==> src/rtl/flag_ctrl.sv <==
// flag_ctrl: computes the next Flag register value from ALU merges, PSW loads and a LIFO save/restore stack.
// Build macro FLAG_CTRL_STICKY_EN makes the STICKY_MASK bits set-only on ALU writes.
module flag_ctrl #(
  parameter int               WIDTH       = 8,
  parameter int               DEPTH       = 4,
  parameter int               PTR_W       = 3,
  parameter logic [WIDTH-1:0] STICKY_MASK = 8'h80
) (
  input  logic             Clk,
  input  logic             Reset,
  input  logic [WIDTH-1:0] Flagout,
  input  logic             Alu_we,
  input  logic [WIDTH-1:0] Alu_flags,
  input  logic [WIDTH-1:0] Alu_mask,
  input  logic             Ld_we,
  input  logic [WIDTH-1:0] Ld_data,
  input  logic             Push_req,
  input  logic             Pop_req,
  output logic [WIDTH-1:0] Flagin,
  output logic             Busy,
  output logic [PTR_W-1:0] Depth,
  output logic             Ovf_err,
  output logic             Unf_err
);

  localparam int               ADDR_W    = (DEPTH > 1) ? $clog2(DEPTH) : 1;
  localparam logic [PTR_W-1:0] DEPTH_MAX = PTR_W'(DEPTH);
  localparam logic [PTR_W-1:0] PTR_ONE   = PTR_W'(1);

`ifdef FLAG_CTRL_STICKY_EN
  localparam logic STICKY_ON = 1'b1;
`else
  localparam logic STICKY_ON = 1'b0;
`endif
  localparam logic [WIDTH-1:0] STICKY_BITS = STICKY_MASK & {WIDTH{STICKY_ON}};

  typedef enum logic [1:0] {IDLE, POP_RD, POP_WR} state_e;

  state_e            state_q, state_d;
  logic [PTR_W-1:0]  depth_q, depth_d;
  logic              busy_q;
  logic              ovf_q, ovf_d;
  logic              unf_q, unf_d;
  logic              push_we;
  logic [WIDTH-1:0]  pop_data_q;
  logic [WIDTH-1:0]  stack_mem [DEPTH];
  logic [ADDR_W-1:0] stk_addr;
  logic [WIDTH-1:0]  alu_merge;
  logic [WIDTH-1:0]  flagin_d;
  logic              is_full, is_empty;

  assign is_full  = (depth_q == DEPTH_MAX);
  assign is_empty = (depth_q == '0);
  // Push writes at the old depth; POP_RD reads at the already-decremented depth.
  assign stk_addr = depth_q[ADDR_W-1:0];

  always_comb begin
    state_d = state_q;
    depth_d = depth_q;
    ovf_d   = 1'b0;
    unf_d   = 1'b0;
    push_we = 1'b0;
    case (state_q)
      IDLE: begin
        if (Pop_req) begin
          if (!is_empty) begin
            depth_d = depth_q - PTR_ONE;
            state_d = POP_RD;
          end else begin
            unf_d = 1'b1;
          end
        end else if (Push_req) begin
          if (!is_full) begin
            push_we = 1'b1;
            depth_d = depth_q + PTR_ONE;
          end else begin
            ovf_d = 1'b1;
          end
        end
      end
      POP_RD:  state_d = POP_WR;
      POP_WR:  state_d = IDLE;
      default: state_d = IDLE;
    endcase
  end

  always_ff @(posedge Clk) begin
    if (Reset) begin
      state_q <= IDLE;
      depth_q <= '0;
      busy_q  <= 1'b0;
      ovf_q   <= 1'b0;
      unf_q   <= 1'b0;
    end else begin
      state_q <= state_d;
      depth_q <= depth_d;
      busy_q  <= (state_d != IDLE);
      ovf_q   <= ovf_d;
      unf_q   <= unf_d;
    end
  end

  always_ff @(posedge Clk) begin
    if (push_we) begin
      stack_mem[stk_addr] <= Flagout;
    end
    if (state_q == POP_RD) begin
      pop_data_q <= stack_mem[stk_addr];
    end
  end

  // Sticky bits can only be set by the ALU; all others take the plain masked merge.
  for (genvar gi = 0; gi < WIDTH; gi++) begin : g_merge
    if (STICKY_BITS[gi]) begin : g_sticky
      assign alu_merge[gi] = Flagout[gi] | (Alu_flags[gi] & Alu_mask[gi]);
    end else begin : g_plain
      assign alu_merge[gi] = Alu_mask[gi] ? Alu_flags[gi] : Flagout[gi];
    end
  end

  always_comb begin
    flagin_d = Flagout;
    if (Reset) begin
      flagin_d = '0;
    end else if (state_q == POP_WR) begin
      flagin_d = pop_data_q;
    end else if (state_q == IDLE && Ld_we) begin
      flagin_d = Ld_data;
    end else if (state_q == IDLE && Alu_we) begin
      flagin_d = alu_merge;
    end
  end

  assign Flagin  = flagin_d;
  assign Busy    = busy_q;
  assign Depth   = depth_q;
  assign Ovf_err = ovf_q;
  assign Unf_err = unf_q;

endmodule
==> config.mk <==
export PLATFORM = sky130hd
export DESIGN_NAME = flag_ctrl
export DESIGN_NICKNAME = d
export VERILOG_FILES = /design/src/rtl/flag_ctrl.sv
export SDC_FILE = /design/constraint.sdc
export NUM_CORES = 1
export LEC_CHECK = 0
export ABC_CLOCK_PERIOD_IN_PS = 2000
export CAP_MARGIN = 15
export CORE_ASPECT_RATIO = 1.25
export CORE_MARGIN = 1
export CORE_UTILIZATION = 44
export DETAILED_ROUTE_END_ITERATION = 16
export MAX_ROUTING_LAYER = met4
export PLACE_DENSITY = 0.75
export REMOVE_ABC_BUFFERS = 1
export SLEW_MARGIN = 10
export SYNTH_ARGS = -nofsm -noshare
export SYNTH_HDL_FRONTEND = slang
export SYNTH_SLANG_ARGS = --single-unit
export TNS_END_PERCENT = 20
==> constraint.sdc <==
create_clock -name Clk -period 2 [get_ports Clk]
set_input_delay 0.5 -clock Clk [delete_from_list [all_inputs] [get_ports Clk]]
set_output_delay 0.5 -clock Clk [all_outputs]
set_load 0.05 [all_outputs]
==> metrics.log, run 1 <==
INFO  metric area_growth_syn_to_layout = 53.11%
INFO  metric path_class = primary input to primary output
INFO  metric drive_above_1_share = 36.69%
INFO  metric power-per-cell-area = 992.9 mW/mm^2
INFO  metric grt_max_degree = 16
INFO  metric setup.worst_path.start_class = primary input
INFO  metric first_pass_iters = 4
INFO  metric setup_crit_start = Alu_we
INFO  metric net_count_reported_at_finish = 286
INFO  metric antennaDiodeCount = 0
INFO  metric synth_warnings = 0
INFO  metric synth-edff-count = 40
INFO  metric yosys_register_bits = 48
INFO  metric finish.utilization = 70.40%
INFO  metric drt_iter0_markers = 94
INFO  metric timing.critical_path.to = Flagin[4]
INFO  metric netlist_instances = 164
INFO  metric setup_viol = 8
INFO  metric post-place-ws = -0.6448 ns
INFO  metric register_to_register_setup_slack = 0.13 ns
INFO  metric globalRouteTotalUtil = 22.91%
INFO  metric crit_required = 1.50 ns
INFO  metric io_pins = 52
INFO  metric start_util = 45.98%
INFO  metric cts.reportedPaths.clkPinSlew = 0.09 ns
INFO  metric final.setup.worst_slack = -0.2725 ns
INFO  metric post-route-period-util = 113.6%
INFO  metric outcome = finished with violations
INFO  metric holdCritPathClass = primary input to flop
INFO  metric synth_area_per_cell = 13.36 um^2
INFO  metric fin_skew = 0.009291 ns
INFO  metric synth_top_area_share = 54.83%
INFO  metric die_h = 80.89 um
INFO  metric critPathArrivalTime = 1.77 ns
INFO  metric vias_in_the_first_global_route = 1,671
INFO  metric worstSetupEndpointType = primary output
INFO  metric synth.cell_area = 0.002191 mm^2
INFO  metric hold_start = Flagout[6]
INFO  metric grt-ovfl-total = 0
INFO  metric async_reset_ff_share = 0%
INFO  metric tightest_slew = 0.4933 ns
INFO  metric clkSinkCount = 48
INFO  metric dieArea = 0.005267 mm^2
INFO  metric power.ir.vdd_worst = 0.5698 mV
INFO  metric hpwl = 3.810 mm
INFO  metric post_drt_wl_per_cell = 17.82 um
INFO  metric fraction_of_the_yosys_area_taken_by_sequential_cells = 62.14%
INFO  metric whs_path_depth = 1
INFO  metric core-area = 0.004765 mm^2
INFO  metric violations = negative setup slack
INFO  metric drt.antenna.violating_nets = 0
INFO  metric ff2ff_path_depth = 7
INFO  metric yosys_most_used_dff = sky130_fd_sc_hd__edfxtp_1
INFO  metric synth.largest_area_cell = sky130_fd_sc_hd__edfxtp_1
INFO  metric maximum_level_of_the_cts_h_tree = 2
INFO  metric ys_top_cells_by_area = sky130_fd_sc_hd__edfxtp_1, sky130_fd_sc_hd__mux4_2, sky130_fd_sc_hd__dfxtp_1
INFO  metric leakage = 1.212 nW
INFO  metric finalCriticalPeriod = 2.273 ns
INFO  metric port_buffers = 51
INFO  metric wl = 5.489 mm
INFO  metric max_freq = 0.4400 GHz
INFO  metric gpl.final_weighted_congestion = 0.8485
INFO  metric synthDistinctLibCells = 36
INFO  metric final_hold_viol_count = 0
INFO  metric grt_first_pass_wirelength = 8.452 mm
INFO  metric regToRegEndpoint = stack_mem[3][0]
INFO  metric max_cap_viol_count = 0
INFO  metric detail_route.drc_violations = 0
INFO  metric routed-via-count = 1,725
INFO  metric grt_antenna_before_repair = 0
INFO  metric placementRows = 28
INFO  metric maxSlewHeadroom = 67.01%
INFO  metric number_of_hold_repair_buffers_added_at_the_cts_stage = 0
INFO  metric cts.path.max_buffers = 2
INFO  metric critPathMaxFanout = 7
INFO  metric report.power.total = 0.003331 W
INFO  metric insertion_delay = 0.30 ns
INFO  metric slew_viol_final = 0
INFO  metric die_width = 65.12 um
INFO  metric root_buffer = sky130_fd_sc_hd__clkbuf_8
INFO  metric avgViaCountPerCell = 5.601
INFO  metric cts_tree = built
INFO  metric crit-reg2reg-launch = state_q[0]
INFO  metric cts_inserted_buffers = 5
INFO  metric grt_setup_unrepaired = yes
-- registers in the layout, indices dropped and copies added, names as in the netlist --
name,count
state_q,2
Busy,1
Depth,3
Ovf_err,1
stack_mem,32
Unf_err,1
pop_data_q,8
-- stage by stage --
stage / cell area, um^2 / hold WS (ns) / setup TNS, ns / instances
after detailed placement: 3059 / 0.5749 / -7.025 / 297
after global placement: 3059 / 0.5519 / -5.067 / 297
after global routing: 3354 / 0.5711 / -2.636 / 308
after floorplan: 2121 / 0.5662 / -12.48 / 152
final: 3354 / 0.5706 / -1.862 / 308
after CTS: 3323 / 0.5771 / -1.871 / 308
-- logic make-up (layout without fill, tap and decap cells) --
kind of cell    Yosys count  in the layout  share of synthesized area, %
flops                    48             48                         62.14
simple gates             46             46                         11.77
compound gates           44             44                         12.68
buf+inv                  16            100                         3.883
mux                       8              8                         8.224
fa+ha+maj                 1              1                        0.9138
xor+xnor                  1              1                        0.3998
-- how the worst min path moves through the flow --
stage                                  to  slack, ns
after floorplan                  Depth[2]       0.57
after global placement           Depth[1]       0.55
after detailed placement       state_q[0]       0.57
after CTS                      state_q[0]       0.58
after global routing      stack_mem[3][6]       0.57
final                     stack_mem[2][6]       0.57
-- Yosys cell counts, types with 2 or more instances --
master                     count
sky130_fd_sc_hd__o21ai_0       9
sky130_fd_sc_hd__or2_2         3
sky130_fd_sc_hd__a311oi_1      7
sky130_fd_sc_hd__nor2_1       14
sky130_fd_sc_hd__buf_4         3
sky130_fd_sc_hd__or3_1         2
sky130_fd_sc_hd__edfxtp_1     40
sky130_fd_sc_hd__a21oi_1      19
sky130_fd_sc_hd__buf_2         5
sky130_fd_sc_hd__mux4_2        8
sky130_fd_sc_hd__o211ai_1      2
sky130_fd_sc_hd__clkbuf_1      2
sky130_fd_sc_hd__dfxtp_1       8
sky130_fd_sc_hd__or2_1         6
sky130_fd_sc_hd__nand3_1       8
sky130_fd_sc_hd__nor3_1        5
sky130_fd_sc_hd__inv_1         4
-- power by group --
group          internal [W]  switching, W
combinational      0.000554      0.000593
sequential          0.00121     0.0000428
clock              0.000625      0.000310
-- per-layer routing --
layer	vias up	track usage [%]	routed length (um)
met5	-	-	0
met4	0	9.130	98
met3	10	4.494	350
met2	79	38.96	2877
met1	833	26.68	2162
li1	803	-	-
-- placed cells by master (no fill, tap or decap), types with 4 or more instances in the layout --
cell type,n
sky130_fd_sc_hd__edfxtp_1,40
sky130_fd_sc_hd__dlygate4sd2_1,8
sky130_fd_sc_hd__buf_12,10
sky130_fd_sc_hd__nand3_2,8
sky130_fd_sc_hd__mux4_2,8
sky130_fd_sc_hd__nor2_1,13
sky130_fd_sc_hd__clkbuf_8,5
sky130_fd_sc_hd__clkdlybuf4s50_1,28
sky130_fd_sc_hd__dfxtp_1,6
sky130_fd_sc_hd__a21oi_1,17
sky130_fd_sc_hd__nor3_1,5
sky130_fd_sc_hd__buf_4,34
sky130_fd_sc_hd__a311oi_2,7
sky130_fd_sc_hd__inv_1,4
sky130_fd_sc_hd__or2_1,6
sky130_fd_sc_hd__o21ai_0,9
-- area by class of cell --
class | instances | area, um^2
timing repair buffer | 88 | 885.9
tap | 60 | 75.07
clock buffer | 5 | 68.82
inverter | 4 | 15.01
clock inverter | 3 | 90.09
sequential | 48 | 1369
fill | 329 | 1410
multi-input combinational | 100 | 850.8
-- critical path, cell delays in order --
cell	delay, ns
sky130_fd_sc_hd__dlygate4sd2_1	0.24
sky130_fd_sc_hd__nor4b_4	0.22
sky130_fd_sc_hd__buf_6	0.18
sky130_fd_sc_hd__nand3_2	0.08
sky130_fd_sc_hd__a311oi_2	0.26
sky130_fd_sc_hd__buf_4	0.17
sky130_fd_sc_hd__buf_12	0.13
-- timing repair --
item	in CTS	in global routing
endpoints found under the setup margin	9	41
buffers inserted	3	0
cloned	0	0
pin swaps	23	5
gates resized for setup	36	8
No activity file was read; power rests on OpenSTA's default activity.
==> run 2: changes to the inputs <==
==> constraint.sdc (replaced) <==
create_clock -name Clk -period 2 [get_ports Clk]
set_input_delay 0.5 -clock Clk [delete_from_list [all_inputs] [get_ports Clk]]
set_output_delay 0.5 -clock Clk [all_outputs]
set_load 0.005 [all_outputs]
==> run 2 against run 1 <==
The run still ends with negative setup slack left. Fmax increased by 7.7%. Worst setup slack improved by 0.16 ns. Global-route usage decreased by 1.1 points. Routed wire length decreased by 7.0%. Die area unchanged. Utilization decreased by 5.3 points. Register-to-register slack improved by 0.06 ns. Design area decreased by 7.6%. Non-clock buffer count decreased by 4. Final cell count decreased by 1.3%.
==> metrics.log, run 2 (synthesis gave the netlist of run 1 again) <==
INFO  metric cts.path.max_buffers = 2 (unchanged)
INFO  metric layout.filler_cells = 368 (+12%)
INFO  metric hpwl = 3.575 mm (-6.2%)
INFO  metric io_pins = 52 (unchanged)
INFO  metric grt_max_degree = 17 (+1)
INFO  metric finish.utilization = 65.07% (-5.3 points)
INFO  metric critPathArrivalTime = 1.61 ns (-0.16 ns)
INFO  metric port_buffers = 51 (unchanged)
INFO  metric power-per-cell-area = 896.4 mW/mm^2 (-9.7%)
INFO  metric power.ir.vdd_worst = 0.6193 mV (+8.7%)
INFO  metric detail_route.drc_violations = 0 (unchanged)
INFO  metric number_of_hold_repair_buffers_added_at_the_cts_stage = 0 (unchanged)
INFO  metric antennaDiodeCount = 0 (unchanged)
INFO  metric totalNegativeSetupSlack = -0.7947 ns (+1.067 ns)
INFO  metric first_pass_iters = 4 (unchanged)
INFO  metric cp_slowest_cell = sky130_fd_sc_hd__dfxtp_4
INFO  metric drt.antenna.violating_nets = 0 (unchanged)
INFO  metric placementRows = 28 (unchanged)
INFO  metric max_freq = 0.4738 GHz (+7.7%)
INFO  metric grt_antenna_before_repair = 0 (unchanged)
INFO  metric largest_register = stack_mem
INFO  metric fin_skew = 0.01279 ns (+0.003503 ns)
INFO  metric max_cap_viol_count = 0 (unchanged)
INFO  metric setup_viol = 8 (unchanged)
INFO  metric vias_in_the_first_global_route = 1,695 (+1.4%)
INFO  metric grt-ovfl-total = 0 (unchanged)
INFO  metric slew_viol_final = 0 (unchanged)
INFO  metric grt_setup_unrepaired = yes
INFO  metric final.setup.worst_slack = -0.1106 ns (+0.1620 ns)
INFO  metric globalRouteTotalUtil = 21.80% (-1.1 points)
INFO  metric die_h = 80.89 um (unchanged)
INFO  metric maximum_level_of_the_cts_h_tree = 2 (unchanged)
INFO  metric avgViaCountPerCell = 5.510 (-1.6%)
INFO  metric post-route-period-util = 105.5% (-8.1 points)
INFO  metric path_cells = nor4b_4 -> buf_4 -> nand3_1 -> a311oi_1 -> buf_2
INFO  metric slowest_delay = 0.38 ns (+0.12 ns)
INFO  metric final_hold_viol_count = 0 (unchanged)
INFO  metric violations = negative setup slack
INFO  metric path_class = flop to primary output
INFO  metric wl = 5.107 mm (-7.0%)
INFO  metric finalCriticalPeriod = 2.111 ns (-0.1620 ns)
INFO  metric leakage = 1.089 nW (-10%)
INFO  metric drt_iter0_markers = 124 (+32%)
INFO  metric holdCritPathClass = flop to flop
INFO  metric post-place-ws = -0.8679 ns (-0.2231 ns)
INFO  metric post_layout_nonfiller_instances = 304 (-1.3%)
INFO  metric drive_above_1_share = 31.97% (-4.7 points)
INFO  metric layout.cells.most_common = sky130_fd_sc_hd__edfxtp_1
INFO  metric start_util = 45.98% (unchanged)
INFO  metric root_buffer = sky130_fd_sc_hd__clkbuf_8
INFO  metric core-area = 0.004765 mm^2 (unchanged)
INFO  metric cts.reportedPaths.clkPinSlew = 0.09 ns (about the same)
INFO  metric commonest_cells_after_routing_fill_and_taps_aside = sky130_fd_sc_hd__edfxtp_1, sky130_fd_sc_hd__clkdlybuf4s50_1, sky130_fd_sc_hd__buf_4
INFO  metric die_width = 65.12 um (unchanged)
INFO  metric place.detailed.instances = 292 (-1.7%)
INFO  metric gpl.final_weighted_congestion = 0.7882 (-7.1%)
INFO  metric setup.worst_path.start_class = flop
INFO  metric clkSinkCount = 48 (unchanged)
INFO  metric tightest_slew = 0.2641 ns (-0.2291 ns)
INFO  metric area_growth_syn_to_layout = 41.52%
INFO  metric insertion_delay = 0.30 ns (about the same)
INFO  metric critical-path-top-delay-family = flip-flops
INFO  metric dieArea = 0.005267 mm^2 (unchanged)
INFO  metric maxSlewHeadroom = 82.33% (+15 points)
INFO  metric cts_tree = built
INFO  metric critical_path.n_buffers_inverters = 2 (-2)
INFO  metric report.power.total = 0.002779 W (-17%)
INFO  metric critPathMaxFanout = 4 (-3)
INFO  metric routed-via-count = 1,675 (-2.9%)
INFO  metric flip_flop_count_of_the_largest_register_all_copies_and_words_added = 32 (unchanged)
INFO  metric grt_first_pass_wirelength = 8.121 mm (-3.9%)
INFO  metric post_drt_wl_per_cell = 16.80 um (-5.7%)
INFO  metric net_count_reported_at_finish = 282 (-1.4%)
INFO  metric crit_required = 1.50 ns (about the same)
INFO  metric cts_inserted_buffers = 5 (unchanged)
INFO  metric worstSetupEndpointType = primary output
INFO  metric outcome = finished with violations
==> run 2: changes by cell type in the layout (fill, tap and decap cells not counted), moves of 6 or more <==
cell                              previous run  this run
sky130_fd_sc_hd__nand3_2                     8         2
sky130_fd_sc_hd__buf_12                     10         0
sky130_fd_sc_hd__clkdlybuf4s50_1            28        37
sky130_fd_sc_hd__nand3_1                     0         6
sky130_fd_sc_hd__buf_2                       1         9
==> run 2: worst register-to-register path, delay by kind of cell (launching register included) <==
family	cells	cell delay, ns
buffers and inverters	3	0.49
DFF	1	0.38
and+or+nand+nor	3	0.63
==> run 2: stage by stage <==
step                      instance area [um^2]  hold slack [ns]
after floorplan                           2121           0.5407
after global placement                    2924           0.5533
after detailed placement                  2924           0.5702
after CTS                                 3073           0.5895
after global routing                      3100           0.6205
final                                     3100           0.5991
==> run 2: worst paths after layout <==
path              start              end  slack (ns)  cells past startpoint
min            Depth[2]          Ovf_err        0.60                      2
max          state_q[0]        Flagin[4]       -0.11                      5
max reg2reg  state_q[0]  stack_mem[1][6]        0.19                      6
min reg2reg    Depth[2]          Ovf_err        0.60                      2
==> run 2: what timing repair did <==
item | CTS | global route
setup endpoints to repair | 9 | 10
setup buffers | 4 | 0
resized for setup | 57 | 7
hold endpoints to repair | 0 | 0
pin swaps | 13 | 4
==> run 2: layer usage <==
metal / wire [um] / global-route usage [%] / vias to the layer above
met3: 298 / 5.056 / 11
met2: 2598 / 35.94 / 65
met1: 2103 / 25.79 / 808
li1: - / - / 791
met5: 0 / - / -
met4: 107 / 8.913 / 0
==> run 2: power breakdown <==
part	total (W)	switching (W)	internal, W
clock network	0.000702	0.000325	0.000376
registers	0.00125	0.0000408	0.00121
logic	0.000832	0.000386	0.000446
==> run 2: layout make-up <==
class	count	area (um^2)	share of cell area, %
clock buffers	5	68.82	2.220
clock inverters	3	46.29	1.493
inverters	4	15.01	0.4843
multi-input cells	100	812.0	26.19
flip-flops and latches	48	1369	44.15
well taps	60	75.07	2.421
repair buffers	84	714.4	23.04
==> run 3: changes to the inputs <==
--- a/config.mk
+++ b/config.mk
@@ -14,7 +14,6 @@
 export MAX_ROUTING_LAYER = met4
 export PLACE_DENSITY = 0.75
 export REMOVE_ABC_BUFFERS = 1
-export SLEW_MARGIN = 10
 export SYNTH_ARGS = -nofsm -noshare
 export SYNTH_HDL_FRONTEND = slang
 export SYNTH_SLANG_ARGS = --single-unit
==> results of run 3 <==
Same layout as run 2: the final DEF is identical, and so are final timing and power.
